**src/rtl/load_store_unit.sv**
```systemverilog
// Load/store unit: accepts one memory request at a time, drives the memory pins,
// waits out the read latency and returns a tagged response.
module load_store_unit #(
  parameter int DATA_W       = 19,
  parameter int MEM_DEPTH    = 1024,
  parameter int READ_LATENCY = 1
) (
  input  logic              clk,
  input  logic              reset,
  input  logic              req_valid,
  output logic              req_ready,
  input  logic              req_write,
  input  logic [DATA_W-1:0] req_addr,
  input  logic [DATA_W-1:0] req_wdata,
  input  logic [3:0]        req_rd,
  output logic              rsp_valid,
  input  logic              rsp_ready,
  output logic [DATA_W-1:0] rsp_data,
  output logic [3:0]        rsp_rd,
  output logic              rsp_write,
  output logic              rsp_fault,
  output logic [DATA_W-1:0] mem_address,
  output logic [DATA_W-1:0] mem_write_data,
  output logic              mem_write,
  output logic              mem_read,
  input  logic [DATA_W-1:0] mem_read_data,
  output logic              busy
);

  if (READ_LATENCY < 1 || READ_LATENCY > 4) begin : g_bad_latency
    $error("load_store_unit: READ_LATENCY must be in 1..4");
  end

  typedef enum logic [2:0] {IDLE, WRITE, READ, WAIT, RESP} state_t;

  localparam logic [DATA_W:0] DEPTH    = (DATA_W+1)'(MEM_DEPTH);
  localparam logic [2:0]      CNT_INIT = 3'(READ_LATENCY - 1);

  state_t            state, state_next;
  logic [DATA_W-1:0] addr_q, wdata_q, data_q;
  logic [3:0]        rd_q;
  logic              write_q, fault_q;
  logic [2:0]        cnt;
  logic              addr_fault;

  assign addr_fault = ({1'b0, req_addr} >= DEPTH);

  always_ff @(posedge clk or posedge reset) begin
    if (reset) state <= IDLE;
    else       state <= state_next;
  end

  always_comb begin
    state_next = state;
    case (state)
      IDLE: begin
        if (req_valid) begin
          if (addr_fault)     state_next = RESP;
          else if (req_write) state_next = WRITE;
          else                state_next = READ;
        end
      end
      WRITE:   state_next = RESP;
      READ:    state_next = WAIT;
      WAIT:    if (cnt == 3'd0) state_next = RESP;
      RESP:    if (rsp_ready) state_next = IDLE;
      default: state_next = IDLE;
    endcase
  end

  always_comb begin
    req_ready = (state == IDLE);
    busy      = (state != IDLE);
    mem_write = (state == WRITE);
    mem_read  = (state == READ);
    rsp_valid = (state == RESP);
  end

  // Request latch, wait counter and response data capture.
  always_ff @(posedge clk or posedge reset) begin
    if (reset) begin
      addr_q  <= '0;
      wdata_q <= '0;
      rd_q    <= '0;
      write_q <= 1'b0;
      fault_q <= 1'b0;
      data_q  <= '0;
      cnt     <= '0;
    end else begin
      case (state)
        IDLE: begin
          if (req_valid) begin
            addr_q  <= req_addr;
            wdata_q <= req_wdata;
            rd_q    <= req_rd;
            write_q <= req_write;
            fault_q <= addr_fault;
            data_q  <= '0;
          end
        end
        READ: cnt <= CNT_INIT;
        WAIT: begin
          if (cnt == 3'd0) data_q <= mem_read_data;
          else             cnt    <= cnt - 3'd1;
        end
        default: ;
      endcase
    end
  end

  assign mem_address    = addr_q;
  assign mem_write_data = wdata_q;
  assign rsp_data       = data_q;
  assign rsp_rd         = rd_q;
  assign rsp_write      = write_q;
  assign rsp_fault      = fault_q;

endmodule

```
**config.mk**
```make
export PLATFORM = sky130hd
export DESIGN_NAME = load_store_unit
export DESIGN_NICKNAME = d
export VERILOG_FILES = /design/src/rtl/load_store_unit.sv
export SDC_FILE = /design/constraint.sdc
export NUM_CORES = 1
export LEC_CHECK = 0
export CORE_AREA = 3 3 99 101
export DETAILED_ROUTE_END_ITERATION = 12
export DIE_AREA = 0 0 102 104
export GPL_TIMING_DRIVEN = 0
export PLACE_DENSITY = 0.75
export SETUP_SLACK_MARGIN = 0.3
export SYNTH_ARGS = -nofsm -noshare
export SYNTH_HDL_FRONTEND = slang
export SYNTH_SLANG_ARGS = --single-unit
```
**constraint.sdc**
```tcl
create_clock -name clk -period 2.2 [get_ports clk]
set_input_delay 0.44 -clock clk [delete_from_list [all_inputs] [get_ports clk]]
set_output_delay 0.44 -clock clk [all_outputs]
set_load 0.05 [all_outputs]
```
==> results of run 1 <==
## flip-flops by register name (all words and copies together), names as in the netlist
| register | flops |
|---|---|
| rsp_write | 1 |
| mem_write_data | 19 |
| rsp_fault | 1 |
| rsp_data | 19 |
| rsp_rd | 4 |
| mem_address | 19 |
| cnt | 3 |
| state | 3 |
## metrics by stage
step / utilization [%] / hold slack [ns] / power [W] / area, sq um / TNS, ns
finish: 48.2 / 0.493 / 0.00410 / 4390 / 0
global route: 48.2 / 0.503 / 0.00431 / 4390 / 0
CTS: 48.0 / 0.500 / 0.00417 / 4370 / 0
detailed placement: 46.2 / 0.482 / 0.00312 / 4210 / -0.174
global placement: 46.0 / 0.485 / 0.00309 / 4190 / -0.114
floorplan: - / 0.496 / 0.00252 / 2720 / 0
## cells in the mapped netlist (2+ instances only)
master	number	area [sq um]
buf_4	5	37.5
a22o_1	20	175
ha_1	2	25.0
o21ai_0	2	10.0
nor2_1	4	15.0
mux2_2	42	473
a21oi_1	2	10.0
nand2b_1	3	18.8
buf_2	3	15.0
inv_1	8	30.0
nand2_1	2	7.51
nor3b_1	2	15.0
dfrtp_1	69	1730
## metal layers
layer | vias to the layer above | wire, um | GRT usage [%]
met4 | 0 | 126 | 3.47
li1 | 952 | - | -
met2 | 86 | 3410 | 22.0
met1 | 994 | 2750 | 15.4
met3 | 12 | 566 | 5.97
met5 | - | 0 | 0
## power groups by stage
stage | Sequential (W) | Combinational, W | Clock (W)
after CTS | 0.00155 | 0.00142 | 0.00121
after floorplan | 0.00222 | 0.000305 | 0
after global placement | 0.00156 | 0.00153 | 0
after detailed placement | 0.00158 | 0.00154 | 0
after global routing | 0.00157 | 0.00147 | 0.00126
final | 0.00155 | 0.00140 | 0.00115
## path summary, 6_finish.rpt
path | start | end | slack, ns | depth (start not counted)
max | state[2]$_DFFE_PP0P_ | req_ready | 0.30 | 3
min | rsp_data[0]$_DFFE_PP0P_ | rsp_data[0]$_DFFE_PP0P_ | 0.49 | 1
max reg2reg | cnt[0]$_DFFE_PP0P_ | rsp_data[15]$_DFFE_PP0P_ | 0.41 | 7
min reg2reg | rsp_data[0]$_DFFE_PP0P_ | rsp_data[0]$_DFFE_PP0P_ | 0.49 | 1
max in group asynchronous | reset | state[1]$_DFFE_PP0P_ | 0.99 | 3
min in group asynchronous | reset | mem_address[4]$_DFFE_PP0P_ | 0.57 | 2
## area by class of cell
cell class	instances	area [sq um]
plain buffers	9	72.6
clock buffers	12	155
clock inverters	4	70.1
fillers	863	4720
inverters	8	37.5
multi-input cells	95	903
flip-flops and latches	69	1730
well taps	111	139
repair buffers	135	1280
## cells by family (layout without fill, tap and decap cells)
group | count (synthesis) | count (layout) | share of synthesized area (%)
fa+ha+maj | 2 | 2 | 0.929
compound gates | 30 | 30 | 8.87
buf+inv | 17 | 168 | 3.20
simple gates | 20 | 20 | 4.97
mux | 43 | 43 | 17.9
flops | 69 | 69 | 64.1
## what timing repair did
| action | 4_1_cts | 5_1_grt |
|---|---|---|
| setup buffers | 1 | 0 |
| setup endpoints to repair | 74 | 30 |
| cloned | 0 | 0 |
| gates resized for setup | 96 | 7 |
==> impl_metrics.yaml, run 1 <==
synthesis:
  synth_cells: 181
  synth_top_flop_cell: "dfrtp_1"
  syn_area_per_cell_sq_um: 14.9
  synth_cell_types: 30
  synth_edf_count: 0
  synth.net_count: 249
  async_flop_share_pct: 100
  ys_seq_area_share_pct: 64.1
  synth_seq_cells: 69
  syn_area_sq_um: 2690
  synth-warning-count: 0
detailed_routing:
  via_per_inst: 4.61
  first_iter_violations: 34
  via_count: 2044
  firstDrtPassIters: 4
  drc: 0
  drt-total-wl_um: 6850
  wl_per_cell_um: 15.5
  antenna_left: 0
final_layout:
  mostFrequentLayoutCells: "dfrtp_1 (67), clkdlybuf4s50_1 (65), dlygate4sd2_1 (63)"
  insertedDiodeCount: 0
  final_nets: 395
  areaGrowthSynthToFinish_pct: 62.8
  final_common_cell: "dfrtp_1"
  drive_above_1_share_pct: 25.3
  fin_cells: 443
clock_network:
  cts_tree: "done"
  cts-root-buf: "clkbuf_8"
  cts.path.max_buffers: 2
  cts_max_level: 3
  path_clk_slew_ns: 0.07
  cts.sinks: 69
  clock_latency_ns: 0.33
  cts_buffers: 9
  cts_hold_buf: 0
power_and_ir_drop:
  power.internal_w: 0.00263
  pwr-share-seq_pct: 37.7
  peakVddDrop_uv: 458
  power.switching_w: 0.00148
  p_per_area_nw_per_um2: 935
  clockPowerShare_pct: 28.1
  comb_power_share_pct: 34.2
  p_leak_nw: 2.04
  switching_share_pct: 36.0
worst_setup_path:
  start_kind: "flip-flop"
  worstSetupPathType: "reg2out"
  crit_arrival_ns: 1.46
  path_buf_inv: 2
  cpMaxStageDelayCell: "dfrtp_2"
  cp.required_ns: 1.76
  cp-end-kind: "primary output"
  cp_max_fo: 8
  cp_top_family: "flip-flops"
  crit_chain: "or3_4 > clkinvlp_4 > buf_8"
  slowest_delay_ns: 0.47
sta:
  relSlewSlack_pct: 51.5
  fin_crit_ns: 1.90
  fmax_mhz: 527
  rsz0062_at_grt: "yes"
  worst_pin_slew_ns: 0.726
  fin_ws_ns: 0.303
  fin_crit_sh_pct: 86.2
  setup_viol: 0
  finalClockSkew_ns: 0.00552
  finalHoldViolations: 0
  maxSlewViolCount: 0
die:
  row_count: 35
  initial_core_util_pct: 29.6
  ios: 134
  die_h_um: 104
  dieArea_sq_um: 10600
  die_w_um: 102
  core_area_sq_um: 9110
grt:
  antenna_found_initial: 0
  gr-usage-all-layers_pct: 13.3
  grt_pass1_vias: 2219
  gr-total-overflow: 0
  grt_pass1_wl_um: 11000
  grt_max_degree: 39
place:
  dp_slack_ns: -0.137
  dp_hpwl_um: 5240
  place.gp.congestion: 0.715
  io_buffers: 133
  placedCellCount: 426
run:
  cap_violations: 0
outcome:
  outcome: "finished, final reports clean"
worst_hold_path:
  hold_class: "reg2reg"
No activity file was read; power rests on OpenSTA's default activity.
==> run 2, diff against run 1 <==
--- a/config.mk
+++ b/config.mk
@@ -9,7 +9,8 @@
 export DETAILED_ROUTE_END_ITERATION = 12
 export DIE_AREA = 0 0 102 104
 export GPL_TIMING_DRIVEN = 0
-export PLACE_DENSITY = 0.75
+export HOLD_SLACK_MARGIN = 0.1
+export PLACE_DENSITY = 0.73
 export SETUP_SLACK_MARGIN = 0.3
 export SYNTH_ARGS = -nofsm -noshare
 export SYNTH_HDL_FRONTEND = slang
==> constraint.sdc (replaced) <==
create_clock -name clk -period 2.35 [get_ports clk]
set_input_delay 0.47 -clock clk [delete_from_list [all_inputs] [get_ports clk]]
set_output_delay 0.47 -clock clk [all_outputs]
set_load 0.05 [all_outputs]
==> run 2 against run 1 <==
Against the previous run:
- power is 5.1% lower
- flip-flop and latch count stayed put
- final area is 0.14% higher
- first-iteration DRC count is 5.9% lower
- largest power group unchanged
==> impl_metrics.yaml, run 2 (synthesized netlist as in run 1, its figures left out) <==
clock_network:
  cts_buffers: 9
  cts.sinks: 69
  cts_max_level: 3
  cts-root-buf: "clkbuf_8"
  path_clk_slew_ns: 0.07
  cts.path.max_buffers: 2
  cts_tree: "done"
  clock_latency_ns: 0.33
sta:
  fin_crit_sh_pct: 84.4
  fin_crit_ns: 1.98
  maxSlewViolCount: 0
  finalHoldViolations: 0
  finalClockSkew_ns: 0.00823
  fmax_mhz: 504
  rsz0062_at_grt: "yes"
  worst_pin_slew_ns: 0.751
  tns_ns: 0
  setup_viol: 0
  relSlewSlack_pct: 49.9
  holdWs_ns: 0.501
grt:
  grt_pass1_wl_um: 10600
  grt_max_degree: 38
  gr-total-overflow: 0
  grt_pass1_vias: 2086
  gr-usage-all-layers_pct: 12.8
  antenna_found_initial: 0
outcome:
  outcome: "finished, final reports clean"
worst_setup_path:
  startpoint: "state[0]$_DFFE_PP0P_"
  start_kind: "flip-flop"
  cp_max_fo: 10
  cp.required_ns: 1.88
  cpMaxStageDelayCell: "dfrtp_1"
  cp_top_family: "buffers and inverters"
  cp-end-kind: "primary output"
  crit_arrival_ns: 1.51
  reg2reg_from: "cnt[0]$_DFFE_PP0P_"
  crit_chain: "buf_2 > or3_1 > inv_1 > buf_4"
  worstSetupPathType: "reg2out"
  slowest_delay_ns: 0.41
  path_buf_inv: 3
final_layout:
  fillCellCount: 834
  insertedDiodeCount: 0
  drive_above_1_share_pct: 23.3
  final_nets: 394
  seqCellArea_sq_um: 1730
  final_util_pct: 48.2
  areaGrowthSynthToFinish_pct: 63.1
  mostFrequentLayoutCells: "clkdlybuf4s50_1 (124), dfrtp_1 (69), mux2_2 (42)"
  final_common_cell: "clkdlybuf4s50_1"
  multi_input_area_sq_um: 891
die:
  die_w_um: 102
  row_count: 35
  die_h_um: 104
  dieArea_sq_um: 10600
  ios: 134
  core_area_sq_um: 9110
  initial_core_util_pct: 29.6
power_and_ir_drop:
  p_leak_nw: 1.93
  p_per_area_nw_per_um2: 886
  peakVddDrop_uv: 449
detailed_routing:
  firstDrtPassIters: 3
  drc: 0
  antenna_left: 0
  first_iter_violations: 32
  wl_per_cell_um: 14.9
  via_count: 1969
  via_per_inst: 4.45
  drt-total-wl_um: 6600
worst_hold_path:
  hold_class: "reg2reg"
  min_from: "rsp_data[16]$_DFFE_PP0P_"
place:
  place.gp.congestion: 0.689
  io_buffers: 133
  dp_hpwl_um: 4980
run:
  cap_violations: 0
run 2: cell types whose count changed in the layout (fill, tap and decap cells not counted), sizes merged:
cell and delta:
inv +1, clkinvlp -1, buf +2, clkdlybuf4s50 +59, dlygate4sd2 -63, clkbuf -3
clkdlybuf4s15 -1, clkinv +1, dlymetal6s2s +4
run 2: repair_timing:
item / 4_1_cts / 5_1_grt
resized for setup: 23 / 10
hold buffers: 0 / 0
buffers inserted: 0 / 0
endpoints found under the setup margin: 5 / 8
run 2: worst paths after layout:
kind | end | slack [ns] | cells past startpoint
setup reg to reg | rsp_data[16]$_DFFE_PP0P_ | 0.46 | 7
hold reg to reg | rsp_data[16]$_DFFE_PP0P_ | 0.50 | 1
min in group asynchronous | rsp_data[9]$_DFFE_PP0P_ | 0.62 | 2
max in group asynchronous | mem_address[3]$_DFFE_PP0P_ | 1.13 | 3
hold / removal | rsp_data[16]$_DFFE_PP0P_ | 0.50 | 1
setup / recovery | req_ready | 0.37 | 4
run 2: power by group:
group	total, W	switching, W	internal (W)
Combinational	0.00142	0.000867	0.000553
Clock	0.00102	0.000429	0.000593
Sequential	0.00145	0.0000906	0.00136
Total	0.00389	0.00139	0.00251
run 2: final cells by class:
type	instances	share of cell area, %
Multi-Input combinational cell	95	20.3
Clock inverter	5	1.71
Inverter	8	0.769
Clock buffer	11	2.99
Timing Repair Buffer	134	30.5
Sequential cell	69	39.3
Tap cell	111	3.16
Buffer	9	1.31
run 2: routing by layer:
layer,vias to the layer above,track usage (%),share of wire (%)
met2,79,19.5,48
met3,7,5.03,8.4
met5,-,0,0
li1,940,-,-
met1,943,16.5,42
met4,0,4.22,1.0
run 2: worst register-to-register path, cell delays in order, from the launching register on:
cell and delay, ns:
dfrtp_1 0.33, inv_1 0.06, ha_1 0.20, ha_1 0.25, and4b_1 0.25, nor2_2 0.36, buf_4 0.26, a22o_1 0.14
run 2: stage by stage:
stage	setup WS, ns	power, W	instance area (sq um)	instances
floorplan	0.327	0.00236	2710	181
global placement	0.0549	0.00289	4180	425
detailed placement	0.0409	0.00292	4200	426
CTS	0.257	0.00395	4390	442
global route	0.275	0.00408	4390	442
finish	0.367	0.00389	4390	442
==> run 3, diff against run 2 <==
--- a/config.mk
+++ b/config.mk
@@ -10,7 +10,7 @@
 export DIE_AREA = 0 0 102 104
 export GPL_TIMING_DRIVEN = 0
 export HOLD_SLACK_MARGIN = 0.1
-export PLACE_DENSITY = 0.73
+export PLACE_DENSITY = 0.75
 export SETUP_SLACK_MARGIN = 0.3
 export SYNTH_ARGS = -nofsm -noshare
 export SYNTH_HDL_FRONTEND = slang
==> constraint.sdc (replaced) <==
create_clock -name clk -period 1.7 [get_ports clk]
set_input_delay 0.34 -clock clk [delete_from_list [all_inputs] [get_ports clk]]
set_output_delay 0.34 -clock clk [all_outputs]
set_load 0.05 [all_outputs]
==> run 3 against run 2 <==
Against the previous run:
- the flow now finishes with violations (setup timing)
- final area rose by 7.3%
- combinational power is 46% higher
- clock skew is 0.0073 ns higher
- clock power increased by 17%
- sequential share of layout area decreased by 2.6 points
- first-iteration DRC count rose by 50%
- non-clock buffer count rose by 30
- wire length grew 18%
- worst hold slack got worse by 0.0053 ns
- die area unchanged
- critical endpoint unchanged
==> impl_metrics.yaml, run 3 (synthesized netlist as in run 1, its figures left out) <==
grt:
  grt_pass1_vias: 2259
  grt.met2_usage_pct: 23.6
  grt.busiest_layer: "met2"
  grt_max_degree: 36
  grt_use_met3_pct: 5.03
  gr-usage-all-layers_pct: 14.1
  use_met1_pct: 17.6
  grt_pass1_wl_um: 11800
  antenna_found_initial: 0
  gr-total-overflow: 0
clock_network:
  cts.path.max_buffers: 2
  cts_buffers: 9
  cts_tree: "done"
  path_clk_slew_ns: 0.08
  clock_latency_ns: 0.33
  cts_hold_buf: 0
  cts-root-buf: "clkbuf_8"
  cts_max_level: 3
  cts.sinks: 69
die:
  dieArea_sq_um: 10600
  row_count: 35
  die_h_um: 104
  core_area_sq_um: 9110
  initial_core_util_pct: 29.6
  die_w_um: 102
  ios: 134
worst_setup_path:
  cp.required_ns: 1.36
  cp-end-kind: "primary output"
  cpMaxStageDelayCell: "dfrtp_1"
  worst-path-stages: 4
  cp_max_fo: 3
  startpoint: "state[0]$_DFFE_PP0P_"
  path_buf_inv: 3
  rr_endpoint: "mem_address[0]$_DFFE_PP0P_"
  slowest_delay_ns: 0.40
  start_kind: "flip-flop"
  reg2regPathDepth: 7
  cp_top_family: "flip-flops"
  critPathCapture: "req_ready"
  reg2reg_from: "state[0]$_DFFE_PP0P_"
  r2r_slack_ns: -0.07
  crit_chain: "clkbuf_8 > or3_4 > clkinvlp_4 > buf_8"
  crit_arrival_ns: 1.44
  worstSetupPathType: "reg2out"
place:
  place.gp.congestion: 0.729
  io_buffers: 133
  dp_hpwl_um: 5190
power_and_ir_drop:
  p_per_area_nw_per_um2: 1120
  power.switching_w: 0.00203
  power.internal_w: 0.00325
  pwr-share-seq_pct: 38.2
  p_leak_nw: 2.26
  peakVddDrop_uv: 505
  comb_power_share_pct: 39.4
  finalPower_w: 0.00528
  switching_share_pct: 38.5
  clockPowerShare_pct: 22.5
final_layout:
  final_nets: 424
  areaGrowthSynthToFinish_pct: 75.1
  drive_above_1_share_pct: 51.8
  mostFrequentLayoutCells: "dfrtp_1 (67), buf_2 (65), clkdlybuf4s50_1 (65)"
  final_common_cell: "dfrtp_1"
  insertedDiodeCount: 0
sta:
  maxSlewViolCount: 0
  worst_pin_slew_ns: 0.760
  relSlewSlack_pct: 49.2
  holdWs_ns: 0.496
  rsz0062_at_grt: "yes"
  finalHoldViolations: 0
  setup_viol: 50
  fin_crit_ns: 1.78
  finalClockSkew_ns: 0.0155
  fmax_mhz: 561
  fin_crit_sh_pct: 105
  fin_ws_ns: -0.0821
worst_hold_path:
  hold_class: "in2async"
detailed_routing:
  antenna_left: 0
  via_per_inst: 4.57
  drc: 0
  drt-total-wl_um: 7790
  wl_per_cell_um: 16.5
  firstDrtPassIters: 4
  first_iter_violations: 48
  via_count: 2156
outcome:
  outcome: "finished, violations left"
  violations: "setup timing"
run:
  cap_violations: 0
## run 3: power by group through the flow
stage	Combinational [W]	Clock (W)	Sequential, W
after global routing	0.00216	0.00131	0.00205
after CTS	0.00203	0.00125	0.00202
after global placement	0.00209	0	0.00204
after floorplan	0.000508	0	0.00288
final	0.00208	0.00119	0.00202
after detailed placement	0.00212	0	0.00205
## run 3: worst min-delay path by stage
stage          slack, ns                startpoint  cells past startpoint                             end
2_1_floorplan       0.48                 req_write                      2           rsp_write$_DFFE_PP0P_
3_3_place_gp        0.49   rsp_data[2]$_DFFE_PP0P_                      1         rsp_data[2]$_DFFE_PP0P_
3_5_place_dp        0.48   rsp_data[6]$_DFFE_PP0P_                      1         rsp_data[6]$_DFFE_PP0P_
4_1_cts             0.50                     reset                      2   mem_write_data[2]$_DFFE_PP0P_
5_1_grt             0.51  rsp_data[15]$_DFFE_PP0P_                      1        rsp_data[15]$_DFFE_PP0P_
6_report            0.50                     reset                      2  mem_write_data[16]$_DFFE_PP0P_
## run 3: layout make-up
class                   count  area, sq um
flip-flops and latches     69         1730
multi-input cells          95         1090
clock inverters             6         38.8
plain buffers               9          151
repair buffers            164         1390
clock buffers              10          138
fillers                   804         4390
inverters                   8         37.5
well taps                 111          139
## run 3: per-stage QoR
| stage | setup WS (ns) | cell area, sq um | std cells | utilization (%) | setup TNS (ns) |
|---|---|---|---|---|---|
| finish | -0.0821 | 4720 | 472 | 51.8 | -1.77 |
| global placement | -0.432 | 4380 | 425 | 48.0 | -33.93 |
| CTS | -0.109 | 4580 | 464 | 50.3 | -0.272 |
| detailed placement | -0.460 | 4400 | 426 | 48.3 | -17.13 |
| floorplan | 0.104 | 2910 | 181 | - | 0 |
| global route | -0.150 | 4720 | 472 | 51.8 | -5.99 |
## run 3: repair_timing
action | 4_1_cts | 5_1_grt
setup buffers | 17 | 5
setup endpoints to repair | 135 | 75
pin swaps | 8 | 2
gates resized for setup | 376 | 17
gates cloned | 5 | 3
## run 3: routing by layer
layer	wire length [um]	vias up
li1	-	1007
met2	3900	80
met1	3240	1063
met5	0	-
met4	50	0
met3	601	6
==> variant, RTL diff (settings of run 3) <==
Re-encode `state_t` (5 states) as one-hot, 5 bits wide.
--- a/src/rtl/load_store_unit.sv
+++ b/src/rtl/load_store_unit.sv
@@ -33,3 +33,3 @@
 
-  typedef enum logic [2:0] {IDLE, WRITE, READ, WAIT, RESP} state_t;
+  typedef enum logic [4:0] {IDLE = 5'b00001, WRITE = 5'b00010, READ = 5'b00100, WAIT = 5'b01000, RESP = 5'b10000} state_t;
 
Formal check against the unedited RTL: same outputs for any inputs over 10 cycles, from zero or initial values and one cycle with reset high; not proved beyond that.
==> variant against run 3 <==
The flow still finishes with violations (setup timing); die area is the same; sequential cell count grew 2; final area grew 13%; routed wire length grew 18%; setup slack lost 0.024 ns; critical path type is now reg2reg; area after synthesis grew 5.4%; cell count grew 20%.
Power is not compared: it rests on default switching activity, and its combinational part moved more than twofold at a synthesized area within 25%.
==> variant: results (changes against run 3) <==
metric,value,unit,change
met1 usage,21.0,%,+3.5 points
drt total wl,9160,um,+18%
Placed Area,0.00444,sq mm,+1.1%
peak supply drop,0.00107,V,
total negative slack,-2.36,ns,-0.587 ns
H-Tree Depth,3,,unchanged
critical path peak fanout,8,,+5
first-pass GRT wire length,14500,um,+23%
sequential element share of the synthesized area,62.6,%,-1.5 points
total track usage,17.0,%,+2.8 points
CTS root buf,clkbuf_8,,
met3 wire length,576,um,-4.2%
filler-free cell count of the finished design,566,,+20%
Placed Instances,509,,+19%
"FFs w/ async S/R, synth",100,%,unchanged
Netlist cell types,33,,+10%
"top cells by count, synth","103 x nand2_1, 70 x dfrtp_1, 19 x a22o_1",,
share of cells above drive strength 1,52.7,%,+0.95 points
Slew @ Worst Pin,0.540,ns,-0.220 ns
failing checks,setup timing,,
"top cells by area, synth","dfrtp_1 62%, nand2_1 14%, a22o_1 5.9%",,
metal2 WL,4770,um,+22%
Critical Path AT,2.03,ns,+0.59 ns
fin worst setup slack,-0.106,ns,-0.0244 ns
pre-CTS setup slack,-0.484,ns,-0.0240 ns
M2 GR Usage,29.2,%,+5.6 points
# setup viols final,46,,-8.0%
# diodes,0,,unchanged
DR iter-0 viols,64,,+33%
met3 GRT Util,3.82,%,-1.2 points
via count,2680,,+24%
Post-Syn Instances,263,,+45%
drt pass-1 iters,4,,unchanged
status,finished with violations,,
M1 WL,3640,um,+12%
clock skew,0.00713,ns,-0.00839 ns
largest net degree at the start of global routing,28,,-22%
RD Place Congestion,0.765,,+4.9%
hold_ws,0.397,ns,-0.0985 ns
vias in the first global route,2832,,+25%
post-synth net total,331,,+33%
detailed placer's ending HPWL,5880,um,+13%
Layout Nets,518,,+22%
Lkg Pwr,2.61,nW,
## variant: changes by cell type after synthesis, sizes merged, moves of 2 or more
cell / delta
a21oi: -2
nand2: +102
nor3: +4
buf: +3
mux2: -32
nor2: -2
o21ai: +2
or2: +2
nand2b: -3
nor2b: +4
## variant: critical path: stages (launching register included)
cell and delay, ns:
dfrtp_1 0.39, buf_6 0.15, nor3_4 0.25, buf_4 0.18, buf_6 0.09, and3_4 0.22
buf_12 0.13, mux2_4 0.29
## variant: path summary, 6_finish.rpt
kind,startpoint,endpoint,depth (start not counted)
max in group asynchronous,reset,rsp_rd[2],4
worst min-delay path,reset,rsp_data[4],2
worst max register to register,state[3],mem_address[11],7
min in group clk,mem_write_data[18],mem_write_data[18],2
worst max-delay path,state[3],mem_address[11],7
worst min register to register,mem_write_data[18],mem_write_data[18],2
## variant: final cells by class
class                      count  area, sq um
buffer                        12          189
clock buffer                  11          151
clock inverter                 5         80.1
fill                         774         3790
inverter                       7         33.8
multi-input combinational    173         1300
sequential                    71         1780
tap                          111          139
timing repair buffer         176         1640
## variant: power groups by stage
stage	sequential [mW]	combinational, mW	clock [mW]
floorplan	4.27	1.23	0
global placement	2.53	4.48	0
detailed placement	2.56	4.54	0
CTS	2.55	5.14	1.57
global route	2.62	5.83	1.66
finish	2.55	5.53	1.53
## variant: kinds of logic (layout without fill, tap and decap cells)
group                      Yosys count  after routing  synth area share [%]
AOI/OAI and AO/OA                   29             29                  8.55
adders and majority gates            2              2                 0.881
buffers and inverters               19            211                  3.57
DFF                                 71             71                  62.6
muxes                               11             11                  4.32
and+or+nand+nor                    131            131                  20.1
## variant: timing repair
item	in CTS	in global routing
resized for setup	426	66
pin swaps	59	60
endpoints found under the setup margin	137	78
hold endpoints to repair	0	0
setup buffers	23	9
gates cloned	6	3
